**config.mk**
```make
export PLATFORM = sky130hd
export DESIGN_NAME = alu_share_arbiter
export DESIGN_NICKNAME = d
export VERILOG_FILES = /design/src/rtl/alu_share_arbiter.sv
export SDC_FILE = /design/constraint.sdc
export NUM_CORES = 1
export LEC_CHECK = 0
export BUFFER_PORTS_ARGS = -buffer_cell sky130_fd_sc_hd__clkbuf_2
export CAP_MARGIN = 25
export CELL_PAD_IN_SITES_DETAIL_PLACEMENT = 0
export CELL_PAD_IN_SITES_GLOBAL_PLACEMENT = 1
export CORE_MARGIN = 2
export CORE_UTILIZATION = 31
export CTS_BUF_LIST = sky130_fd_sc_hd__clkbuf_16
export CTS_CLUSTER_DIAMETER = 30
export DETAILED_ROUTE_END_ITERATION = 8
export GPL_TIMING_DRIVEN = 0
export PLACE_DENSITY_LB_ADDON = 0.08
export SLEW_MARGIN = 5
export SYNTH_ARGS = -nofsm -noshare
export SYNTH_HDL_FRONTEND = slang
export SYNTH_SLANG_ARGS = --single-unit
```
**constraint.sdc**
```tcl
create_clock -name clk -period 2.9 [get_ports clk]
set_clock_uncertainty 0.05 [all_clocks]
set_input_delay 0.435 -clock clk [delete_from_list [all_inputs] [get_ports clk]]
set_output_delay 0.435 -clock clk [all_outputs]
set_load 0.05 [all_outputs]
```
**src/rtl/alu_share_arbiter.sv**
```systemverilog
// alu_share_arbiter: shares one combinational ALU between the execute stage
// (requester 0) and the helper port (requester 1). Round-robin grant, one
// transaction in flight, fixed 2-cycle accept-to-response latency.
// Optional build macro: ALU_ARB_OP_CHECK_EN -- flags op codes above 4'b0110
// as illegal, steers the ALU to 4'b1001 and returns data=0, zero=0, err=1.
module alu_share_arbiter #(
  parameter int unsigned DATA_WIDTH = 32
) (
  input  logic                  clk,
  input  logic                  reset,
  // requester 0 (execute stage)
  input  logic                  req0_valid_i,
  output logic                  req0_ready_o,
  input  logic [3:0]            req0_op_i,
  input  logic [DATA_WIDTH-1:0] req0_a_i,
  input  logic [DATA_WIDTH-1:0] req0_b_i,
  input  logic [4:0]            req0_shamt_i,
  output logic                  rsp0_valid_o,
  input  logic                  rsp0_ready_i,
  output logic [DATA_WIDTH-1:0] rsp0_data_o,
  output logic                  rsp0_zero_o,
  output logic                  rsp0_err_o,
  // requester 1 (helper port)
  input  logic                  req1_valid_i,
  output logic                  req1_ready_o,
  input  logic [3:0]            req1_op_i,
  input  logic [DATA_WIDTH-1:0] req1_a_i,
  input  logic [DATA_WIDTH-1:0] req1_b_i,
  input  logic [4:0]            req1_shamt_i,
  output logic                  rsp1_valid_o,
  input  logic                  rsp1_ready_i,
  output logic [DATA_WIDTH-1:0] rsp1_data_o,
  output logic                  rsp1_zero_o,
  output logic                  rsp1_err_o,
  // shared ALU
  output logic [3:0]            alu_operation_o,
  output logic [DATA_WIDTH-1:0] alu_a_o,
  output logic [DATA_WIDTH-1:0] alu_b_o,
  output logic [4:0]            alu_shamt_o,
  input  logic [DATA_WIDTH-1:0] alu_result_i,
  input  logic                  alu_zero_i
);

  localparam logic [1:0] IDLE = 2'd0;
  localparam logic [1:0] EXEC = 2'd1;
  localparam logic [1:0] RESP = 2'd2;

  logic [1:0]            state_r;
  logic                  prio_r;
  logic                  owner_r;
  logic [3:0]            op_r;
  logic [DATA_WIDTH-1:0] a_r;
  logic [DATA_WIDTH-1:0] b_r;
  logic [4:0]            shamt_r;
  logic [DATA_WIDTH-1:0] data_r;
  logic                  zero_r;
  logic                  err_r;

  logic                  grant;
  logic                  accept;
  logic                  rsp_done;
  logic [3:0]            sel_op;
  logic [DATA_WIDTH-1:0] sel_a;
  logic [DATA_WIDTH-1:0] sel_b;
  logic [4:0]            sel_shamt;
  logic                  sel_illegal;
  logic [3:0]            issue_op;

  // Round-robin grant: a lone requester wins, ties go to prio_r.
  always_comb begin
    grant = 1'b0;
    if (req0_valid_i && req1_valid_i) grant = prio_r;
    else if (req1_valid_i)            grant = 1'b1;
  end

  assign accept   = (state_r == IDLE) && (req0_valid_i || req1_valid_i);
  assign rsp_done = (state_r == RESP) && (owner_r ? rsp1_ready_i : rsp0_ready_i);

  assign req0_ready_o = (state_r == IDLE) && !grant && req0_valid_i;
  assign req1_ready_o = (state_r == IDLE) &&  grant && req1_valid_i;

  // Mux the granted request onto the issue path.
  always_comb begin
    sel_op    = grant ? req1_op_i    : req0_op_i;
    sel_a     = grant ? req1_a_i     : req0_a_i;
    sel_b     = grant ? req1_b_i     : req0_b_i;
    sel_shamt = grant ? req1_shamt_i : req0_shamt_i;
  end

  // Illegal-op screening; decided at accept so the substitute op is already
  // on alu_operation_o during EXEC.
  always_comb begin
`ifdef ALU_ARB_OP_CHECK_EN
    sel_illegal = (sel_op > 4'd6);
    issue_op    = sel_illegal ? 4'b1001 : sel_op;
`else
    sel_illegal = 1'b0;
    issue_op    = sel_op;
`endif
  end

  // Sequencer: IDLE accept -> EXEC capture -> RESP handshake.
  always_ff @(posedge clk) begin
    if (reset) begin
      state_r <= IDLE;
      prio_r  <= 1'b0;
      owner_r <= 1'b0;
      op_r    <= '0;
      a_r     <= '0;
      b_r     <= '0;
      shamt_r <= '0;
      data_r  <= '0;
      zero_r  <= 1'b0;
      err_r   <= 1'b0;
    end else begin
      case (state_r)
        IDLE: begin
          if (accept) begin
            op_r    <= issue_op;
            a_r     <= sel_a;
            b_r     <= sel_b;
            shamt_r <= sel_shamt;
            err_r   <= sel_illegal;
            owner_r <= grant;
            prio_r  <= ~grant;
            state_r <= EXEC;
          end
        end
        EXEC: begin
          data_r  <= err_r ? '0 : alu_result_i;
          zero_r  <= err_r ? 1'b0 : alu_zero_i;
          state_r <= RESP;
        end
        RESP: begin
          if (rsp_done) state_r <= IDLE;
        end
        default: state_r <= IDLE;
      endcase
    end
  end

  assign alu_operation_o = op_r;
  assign alu_a_o         = a_r;
  assign alu_b_o         = b_r;
  assign alu_shamt_o     = shamt_r;

  // Response outputs are visible only to the owner and only while in RESP.
  always_comb begin
    rsp0_valid_o = (state_r == RESP) && !owner_r;
    rsp1_valid_o = (state_r == RESP) &&  owner_r;
    rsp0_data_o  = rsp0_valid_o ? data_r : '0;
    rsp0_zero_o  = rsp0_valid_o && zero_r;
    rsp0_err_o   = rsp0_valid_o && err_r;
    rsp1_data_o  = rsp1_valid_o ? data_r : '0;
    rsp1_zero_o  = rsp1_valid_o && zero_r;
    rsp1_err_o   = rsp1_valid_o && err_r;
  end

endmodule

```
; ---- Word-level counts from Yosys, hierarchy flattened
; Cells that the tools add are included.
[totals]
ff_bits = 110
latch_bits = 0
mem_bits_rw = 0
mem_bits_ro = 0
input_bits = 185
word_cells = 43
mem_count = 0
[classes]
addsub = 0
mul = 0
div = 0
n_lt_le_gt_ge = 0
eq_ne = 4
n_shift = 0
muxes = 12
bitwise_logic = 1
reduce_logical = 17
[op_table]
columns = op, n
row1 = 2-to-1 mux 32 bit, 4
row2 = logical AND 1 bit, 11
row3 = one-hot mux 2 bit (3 select lines), 1
row4 = 2-to-1 mux 5 bit, 1
row5 = 2-to-1 mux 2 bit, 2
row6 = 2-to-1 mux 4 bit, 1
row7 = inequality test 2 bit (second input constant), 2
row8 = AND reduction 2 bit, 2
row9 = 2-to-1 mux 1 bit, 3
row10 = equality test 2 x 1 -> 1 bit (second input constant), 1
row11 = equality test 2 bit (second input constant), 1
row12 = zero test 1 bit, 2
row13 = zero test 2 bit, 1
row14 = logical OR 1 bit, 1
row15 = inverter 1 bit, 1

; ---- Logic depth before layout (Yosys ltp)
; Gate-level depths: netlist (run 1).
[depth]
ltp_word = 5
mapped_depth = 5
ltp_nobuf = 3

; ---- Worst setup path before layout (run 1)
; No wires, ideal clock.
[synth_path]
path_type = register to output
from = register state_r[1]
to = output rsp0_data_o[22]
arrival_ns = 1.796
required_ns = 2.415
slack_ns = 0.619
path_stages_with_launch = 4
path_buffers = 1
path_cell_list = dfxtp_1 -> nor3b_2 -> clkbuf_1 -> and2_1
[synth_between]
elab_chain_cells = 3
[synth_rtl]
columns = element, line_no
row1 = "start, declared", 48  ; logic [1:0] state_r;
row2 = "start signal, assigned", 105  ; state_r <= IDLE;
row3 = "start signal, assigned", 126  ; state_r <= EXEC;
row4 = "start signal, assigned", 132  ; state_r <= RESP;
row5 = equality test 2 bit, 149  ; rsp0_valid_o = (state_r == RESP) && !owner_r;
row6 = logical AND 1 bit, 149
row7 = via rsp0_valid_o, 18  ; output logic rsp0_valid_o,
row8 = 2-to-1 mux 32 bit, 151  ; rsp0_data_o = rsp0_valid_o ? data_r : '0;
row9 = "end, declared", 20  ; output logic [DATA_WIDTH-1:0] rsp0_data_o,
; The timed path passes the listed nets, and every way through them passes these cells.

; ---- Final worst setup path (run 1)
[layout_path]
from = register state_r[1]
to = output req1_ready_o
[layout_between]
elab_chain_cells = 3
[layout_rtl]
columns = element, line_no
row1 = zero test 2 bit, 80  ; assign req1_ready_o = (state_r == IDLE) && grant && req1_valid_i;
row2 = logical AND 1 bit (2 in series), 80
row3 = "end, declared", 25  ; output logic req1_ready_o,
; No other way between the ends.

==> reports/metrics.csv, run 1 <==
metric,value,unit
outcome,finished clean,
routed_wl,21800,um
antenna_cells,0,
whs_endpoint,data_r[27]$_SDFFE_PP0N_,
drc,0,
ys_ff_latch,110,
hold_path.class,input pin to flop,
synth_commonest_cells,"dfxtp_1, nand3_1, nand2_1",
slew_violations,0,
cts_buffer_depth,2,
drv_cap,0,
critPathLaunchType,flop,
drtPass1Iterations,5,
gp_congestion,0.764,
yosys.area.top_type,dfxtp_1,
placed_area,7190,um^2
hold_viol_final,0,
post-cts-setup-buffers,0,
hold_ws,0.251,ns
rrSetupSlack,1.21,ns
antenna_found_initial,0,
area_growth,41.6,%
stdcell_area,7470,um^2
routed-via-count,6255,
ys_types,31,
min_from,alu_result_i[27],
p_per_area,570,nW/um^2
nets,1198,
clock-sinks,110,
r2r-end,alu_b_o[10]$_SDFFE_PP0P_,
grtUsageTotal,23.3,%
dominantRegCellSynth,dfxtp_1,
synth_cells,675,
dp_hpwl,16500,um
row_count,47,
fmax,0.379,GHz
coreArea,16600,um^2
total_power,4.25,mW
regToRegStartpoint,state_r[1]$_SDFFE_PP0P_,
clock_latency,0.35,ns
synth_async_sr_flop_share,0,%
clk_pin_slew,0.07,ns
grt_max_degree,17,
fin_crit,2.64,ns
yosysWarnings,0,
ir_drop,0.000272,V
cts_buffers,9,
critPathRequiredTime,2.41,ns
grt_overflow,0,
rr_worst_depth,5,
netlist.area_leader.share,41.7,%
drive_gt1_share,38.9,%
htree_levels,3,
synth_most_common_cell,dfxtp_1,
antenna_left,0,
finalCritPeriodShare,91.1,%
start_util,31.8,%
io_pins,330,
drt_iter0_drc,290,
syn_area_per_cell,7.81,um^2
utilization,45.0,%
cts-hold-fix-buffers,0,
synth_edf_count,0,
leakagePower,3.39,nW
crit_arrival,2.16,ns
wl_per_cell,17.6,um
crit_path_start,state_r[1]$_SDFFE_PP0P_,
die-area,18100,um^2
grt_pass1_wl,32800,um
setup_viol,0,
seq_area_frac_synth,41.7,%
path_class,flop to primary output,
min_path_cells,3,
tightest_slew,0.654,ns
worstSetupEndpointType,primary output,
crit_path_max_fanout,10,
viasPerCell,5.05,
rsz0062_at_grt,no,
cts_tree,built,
dieHeight,134,um
netlist_area,5280,um^2
tns,0,ns
die_w,134,um
fillerInstances,1821,
grt_pass1_vias,5997,
cts_root_buffer,clkbuf_16,
cts_resized,0,
synthTopCellsByArea,"dfxtp_1, and2_1, nand3_1, a31oi_1, nand4_1",
io_buffer_count,326,
slew_headroom,56.4,%
area by class of cell:
cell class / count / area, um^2 / area share [%]
inverter: 3 / 11.3 / 0.151
sequential: 110 / 2200 / 29.5
multi-input combinational: 481 / 2670 / 35.7
buffer: 82 / 399 / 5.35
clock buffer: 9 / 225 / 3.02
timing repair buffer: 326 / 1630 / 21.8
clock inverter: 7 / 56.3 / 0.754
tap: 220 / 275 / 3.69
worst max path at each step:
stage	depth (start not counted)	end	slack [ns]
5_1_grt	6	req1_ready_o	0.06
3_5_place_dp	7	req0_ready_o	0.57
3_3_place_gp	7	req0_ready_o	0.58
4_1_cts	6	req1_ready_o	0.19
6_report	6	req1_ready_o	0.26
2_1_floorplan	3	rsp0_data_o[22]	0.62
cell usage in the layout (no fill, tap or decap), drive strengths merged, types with 2 or more instances in the layout:
master	instances
clkinv	5
a311oi	16
clkbuf	362
or2	2
nand2b	2
nand3	74
a31oi	57
o21ai	75
inv	4
nand4	57
dfxtp	110
nor2	3
nand2	67
and2	66
a21oi	52
conb	2
buf	55
per-stage QoR:
| stage | instances | worst slack [ns] |
|---|---|---|
| finish | 1238 | 0.259 |
| global route | 1238 | 0.0612 |
| CTS | 1238 | 0.189 |
| detailed placement | 1222 | 0.573 |
| global placement | 1222 | 0.576 |
| floorplan | 676 | 0.619 |
registers in the layout, summed over array words and instances (netlist names):
register         cells
owner_r              1
alu_b_o             32
alu_operation_o      4
alu_shamt_o          5
state_r              2
prio_r               1
data_r              32
zero_r               1
alu_a_o             32
power breakdown:
part / switching (mW) / leakage, nW / internal (mW)
Combinational: 0.924 / 2.34 / 0.366
Sequential: 0.0822 / 0.905 / 1.65
Clock: 0.574 / 0.145 / 0.658
critical path, stage by stage, from the launching register on:
cell,delay [ns]
dfxtp_1,0.36
nor2_2,0.31
buf_2,0.31
buf_2,0.30
nand3_1,0.15
inv_1,0.07
clkbuf_2,0.30
routing by layer:
layer / GRT usage (%) / vias up / share of wire (%)
met5: 0 / - / 0
met4: 9.18 / 0 / 2.7
met3: 5.40 / 36 / 6.8
met2: 38.5 / 244 / 48
met1: 29.3 / 2850 / 43
li1: - / 3125 / -
cell families after synthesis:
kind of cell,after synthesis,share of synthesized area [%]
buf+inv,85,7.78
flops,110,41.7
compound gates,201,21.9
other cells,1,0.0711
simple gates,277,28.3
mux,1,0.190
(Power assumes the default switching activity.)
==> run 2: changes to the inputs <==
Settings changed: CELL_PAD_IN_SITES_DETAIL_PLACEMENT 0 to default, CELL_PAD_IN_SITES_GLOBAL_PLACEMENT 1 to default, CORE_AREA from default to 2 2 126 128, CORE_MARGIN 2 to default, CORE_UTILIZATION 31 to default, CTS_BUF_LIST sky130_fd_sc_hd__clkbuf_16 to default, DIE_AREA from default to 0 0 128 130.
==> reports/metrics.csv, run 2 (synthesis gave the netlist of run 1 again) <==
metric,value,unit,change
cts_tree,built,,unchanged
hold_ws,0.254,ns,was 0.251 ns
grt_pass1_vias,5996,,"was 5,997"
rr_worst_depth,5,,unchanged
grt_pass1_wl,31100,um,"was 32,800 um"
path_class,flop to primary output,,unchanged
tns,0,ns,unchanged
min_path_cells,3,,unchanged
antenna_found_initial,0,,unchanged
routed-via-count,6364,,"was 6,255"
final_common_cell,clkbuf_2,,unchanged
clk_pin_slew,0.07,ns,about the same
worstSetupEndpointType,primary output,,unchanged
critPathMaxStageDelay,0.37,ns,was 0.36 ns
io_buffer_count,326,,unchanged
dp_hpwl,15800,um,"was 16,500 um"
mostFrequentLayoutCells,"clkbuf_2, dfxtp_1, nand3_1",,unchanged
dieHeight,130,um,was 134 um
cp_slowest_cell,dfxtp_1,,unchanged
io_pins,330,,unchanged
cts_root_buffer,clkbuf_16,,unchanged
crit_path_max_fanout,10,,unchanged
htree_levels,3,,unchanged
slew_headroom,54.9,%,was 56.4%
area_growth,40.3,%,was 41.6%
start_util,34.2,%,was 31.8%
grt_max_degree,16,,was 17
rrSetupSlack,1.27,ns,was 1.21 ns
routed_wl,20600,um,"was 21,800 um"
drc,0,,unchanged
critPathLaunchType,flop,,unchanged
worstPathCellList,"nor2_4, buf_2, buf_2, nand3_1, inv_1, clkbuf_2",,"was nor2_2, buf_2, buf_2, nand3_1, inv_1, clkbuf_2"
cts_buffers,9,,unchanged
clock-sinks,110,,unchanged
cts_buffer_depth,2,,unchanged
wl_per_cell,17.1,um,was 17.6 um
nets,1198,,unchanged
critPathRequiredTime,2.41,ns,about the same
finalCritPeriodShare,88.4,%,was 91.1%
tightest_slew,0.677,ns,was 0.654 ns
drt_iter0_drc,333,,was 290
crit_arrival,2.08,ns,was 2.16 ns
drive_gt1_share,38.9,%,about the same
fin_crit,2.56,ns,was 2.64 ns
antenna_left,0,,unchanged
antenna_cells,0,,unchanged
die_w,128,um,was 134 um
die-area,16600,um^2,"was 18,100 um^2"
clock_latency,0.35,ns,about the same
leakagePower,3.37,nW,was 3.39 nW
ir_drop,0.000259,V,was 0.000272 V
hold_path.class,input pin to flop,,unchanged
row_count,46,,was 47
drv_cap,0,,unchanged
utilization,48.0,%,was 45.0%
drtPass1Iterations,5,,unchanged
grt_overflow,0,,unchanged
viasPerCell,5.27,,was 5.05
outcome,finished clean,,unchanged
cp_common_cell,buf_2,,unchanged
gp_congestion,0.836,,was 0.764
p_per_area,559,nW/um^2,was 570 nW/um^2
slew_violations,0,,unchanged
setup_viol,0,,unchanged
grtUsageTotal,23.9,%,was 23.3%
fmax,0.390,GHz,was 0.379 GHz
hold_viol_final,0,,unchanged
rsz0062_at_grt,no,,unchanged
coreArea,15400,um^2,"was 16,600 um^2"
## run 2: changes by cell type in the layout (fill, tap and decap cells not counted)
| cell | previous run | this run |
|---|---|---|
| clkinv_1 | 2 | 0 |
| bufinv_16 | 1 | 0 |
| clkbuf_1 | 27 | 28 |
| inv_1 | 3 | 2 |
| nor2_2 | 1 | 0 |
| nor2_4 | 2 | 3 |
## run 2: final cells by class
type | count | area, um^2
multi-input cells | 481 | 2670
repair buffers | 326 | 1630
clock buffers | 10 | 229
flip-flops and latches | 110 | 2200
clock inverters | 3 | 15.0
well taps | 192 | 240
fillers | 1655 | 8030
inverters | 3 | 11.3
plain buffers | 82 | 399
## run 2: timing repair
action | CTS | global route
buffers inserted | 0 | 0
gates resized for setup | 0 | 1
endpoints found under the setup margin | 0 | 1
hold buffers | 0 | 0
## run 2: per-stage QoR
step	worst slack, ns	area (um^2)	total power [mW]	std cells
floorplan	0.619	5280	2.62	676
global placement	0.516	7150	3.05	1194
detailed placement	0.512	7150	3.05	1194
CTS	0.130	7390	4.17	1207
global route	0.132	7400	4.34	1207
finish	0.335	7400	4.13	1207
## run 2: worst max-delay path, delay by kind of cell (launching register included)
kind / cells / cell delay [ns]
flops: 1 / 0.37
simple gates: 2 / 0.41
buf+inv: 4 / 0.94
## run 2: path summary, 6_finish.rpt
kind                           start                       end
min                  alu_result_i[7]    data_r[7]$_SDFFE_PP0N_
max          state_r[1]$_SDFFE_PP0P_              req1_ready_o
min reg2reg  data_r[24]$_SDFFE_PP0N_   data_r[24]$_SDFFE_PP0N_
max reg2reg  state_r[1]$_SDFFE_PP0P_  alu_b_o[23]$_SDFFE_PP0P_
## run 2: power by group
group          internal [mW]  switching (mW)  total [mW]
combinational          0.367           0.912        1.28
sequential              1.65          0.0821        1.73
clock                  0.566           0.558        1.12
total                   2.58            1.55        4.13
## run 2: metal layers
layer / vias to the layer above / GRT usage [%] / wire [um]
li1: 3122 / - / -
met1: 2944 / 29.6 / 8800
met2: 264 / 41.2 / 9790
met3: 34 / 4.63 / 1390
met4: 0 / 9.37 / 605
met5: - / 0 / 0
==> run 3: changes to the inputs <==
Settings changed: CORE_AREA 2 2 126 128 to 2 2 127 129, DIE_AREA 0 0 128 130 to 0 0 129 131, HOLD_SLACK_MARGIN from default to 0.12.
Clock period 2.9 ns to 2.29 ns, I/O delays scaled along.
==> reports/metrics.csv, run 3 (synthesis gave the netlist of run 1 again) <==
metric,value,unit,change
clock_latency,0.35,ns,about the same
worstSetupEndpointType,primary output,,unchanged
total_power,5.40,mW,was 4.13 mW
final.setup.worst_slack,0.0696,ns,was 0.335 ns
dieHeight,131,um,was 130 um
routed-via-count,6297,,"was 6,364"
antenna_cells,0,,unchanged
antenna_left,0,,unchanged
tns,0,ns,unchanged
nets,1199,,"was 1,198"
hold_path.class,input pin to flop,,unchanged
fin_crit,2.22,ns,
drt_iter0_drc,390,,was 333
cts_tree,built,,unchanged
coreArea,15600,um^2,"was 15,400 um^2"
grt_overflow,0,,unchanged
tightest_slew,0.621,ns,was 0.677 ns
hold_viol_final,0,,unchanged
wl_per_cell,16.9,um,was 17.1 um
antenna_found_initial,0,,unchanged
grt_max_degree,17,,was 16
leakagePower,3.41,nW,was 3.37 nW
die_w,129,um,was 128 um
dp_hpwl,16100,um,"was 15,800 um"
clock-sinks,110,,unchanged
endpoint,req0_ready_o,,was req1_ready_o
p_per_area,718,nW/um^2,was 559 nW/um^2
drc,0,,unchanged
grt_pass1_vias,5786,,"was 5,996"
drv_cap,0,,unchanged
grtUsageTotal,23.4,%,was 23.9%
gp_congestion,0.799,,was 0.836
cts_buffer_depth,2,,unchanged
grt_pass1_wl,30800,um,"was 31,100 um"
final_common_cell,clkbuf_2,,unchanged
critPathRequiredTime,1.90,ns,was 2.41 ns
crit_path_start,prio_r$_SDFFE_PP0P_,,was state_r[1]$_SDFFE_PP0P_
slew_headroom,58.6,%,was 54.9%
utilization,48.2,%,was 48.0%
viasPerCell,5.10,,was 5.27
setup_viol,0,,unchanged
crit_path_max_fanout,10,,unchanged
cts_buffers,9,,unchanged
drive_gt1_share,39.8,%,was 38.9%
slew_violations,0,,unchanged
ir_drop,0.000489,V,was 0.000259 V
finalCritPeriodShare,97.0,%,
io_pins,330,,unchanged
rrSetupSlack,0.67,ns,was 1.27 ns
start_util,33.8,%,was 34.2%
cts_root_buffer,clkbuf_16,,unchanged
rr_worst_depth,5,,unchanged
regToRegStartpoint,state_r[0]$_SDFFE_PP0P_,,was state_r[1]$_SDFFE_PP0P_
critPathLaunchType,flop,,unchanged
path_class,flop to primary output,,unchanged
fmax,0.450,GHz,
hold_ws,0.158,ns,was 0.254 ns
die-area,16900,um^2,"was 16,600 um^2"
io_buffer_count,326,,unchanged
pre_cts_ws,0.0289,ns,was 0.512 ns
htree_levels,3,,unchanged
clk_pin_slew,0.07,ns,about the same
area_growth,42.5,%,was 40.3%
crit_arrival,1.83,ns,was 2.08 ns
drtPass1Iterations,5,,unchanged
rsz0062_at_grt,no,,unchanged
routed_wl,20900,um,"was 20,600 um"
row_count,46,,unchanged
mostFrequentLayoutCells,"clkbuf_2, dfxtp_1, nand3_1",,unchanged
outcome,finished clean,,unchanged
fillerInstances,1646,,"was 1,655"
r2r-end,alu_a_o[31]$_SDFFE_PP0P_,,was alu_b_o[23]$_SDFFE_PP0P_
## run 3: report_power, final
| part | switching [mW] | internal [mW] |
|---|---|---|
| Combinational | 1.16 | 0.477 |
| Sequential | 0.108 | 2.09 |
| Clock | 0.734 | 0.831 |
## run 3: per-layer routing
layer,wire length (um),GRT usage (%),up-vias
met5,0,0,-
met4,425,7.16,0
met3,1400,5.62,29
met2,10200,40.3,265
met1,8930,29.1,2874
li1,-,-,3129
## run 3: layout make-up
class | instances | area [um^2] | area share [%]
plain buffers | 81 | 409 | 5.44
clock buffers | 14 | 274 | 3.65
clock inverters | 2 | 15.0 | 0.200
inverters | 3 | 11.3 | 0.150
multi-input cells | 481 | 2680 | 35.6
flip-flops and latches | 110 | 2200 | 29.3
well taps | 216 | 270 | 3.60
repair buffers | 328 | 1650 | 22.0
## run 3: how the worst min path moves through the flow
stage | startpoint | end | slack (ns) | cells after the start
after floorplan | data_r[0]$_SDFFE_PP0N_ | data_r[0]$_SDFFE_PP0N_ | 0.39 | 2
after global placement | data_r[10]$_SDFFE_PP0N_ | data_r[10]$_SDFFE_PP0N_ | 0.40 | 2
after detailed placement | data_r[25]$_SDFFE_PP0N_ | data_r[25]$_SDFFE_PP0N_ | 0.40 | 2
after CTS | alu_result_i[28] | data_r[28]$_SDFFE_PP0N_ | 0.15 | 3
after global routing | alu_result_i[28] | data_r[28]$_SDFFE_PP0N_ | 0.16 | 3
final | alu_result_i[28] | data_r[28]$_SDFFE_PP0N_ | 0.16 | 3
## run 3: worst max-delay path, stage by stage, from the launching register on
cell      delay [ns]
dfxtp_1         0.34
a21boi_2        0.29
buf_4           0.25
buf_4           0.19
nand2_1         0.10
inv_1           0.07
clkbuf_4        0.23
## run 3: through the flow
stage / instances / cell area, um^2
floorplan: 676 / 5280
global placement: 1218 / 7180
detailed placement: 1218 / 7180
CTS: 1236 / 7520
global route: 1235 / 7520
finish: 1235 / 7520
## run 3: what timing repair did
action                     in CTS  in global routing
setup buffers                   2                  0
pin swaps                       1                  0
resized for setup              14                  2
hold buffers                    0                  0
setup endpoints to repair      42                 59
hold endpoints to repair        0                  0
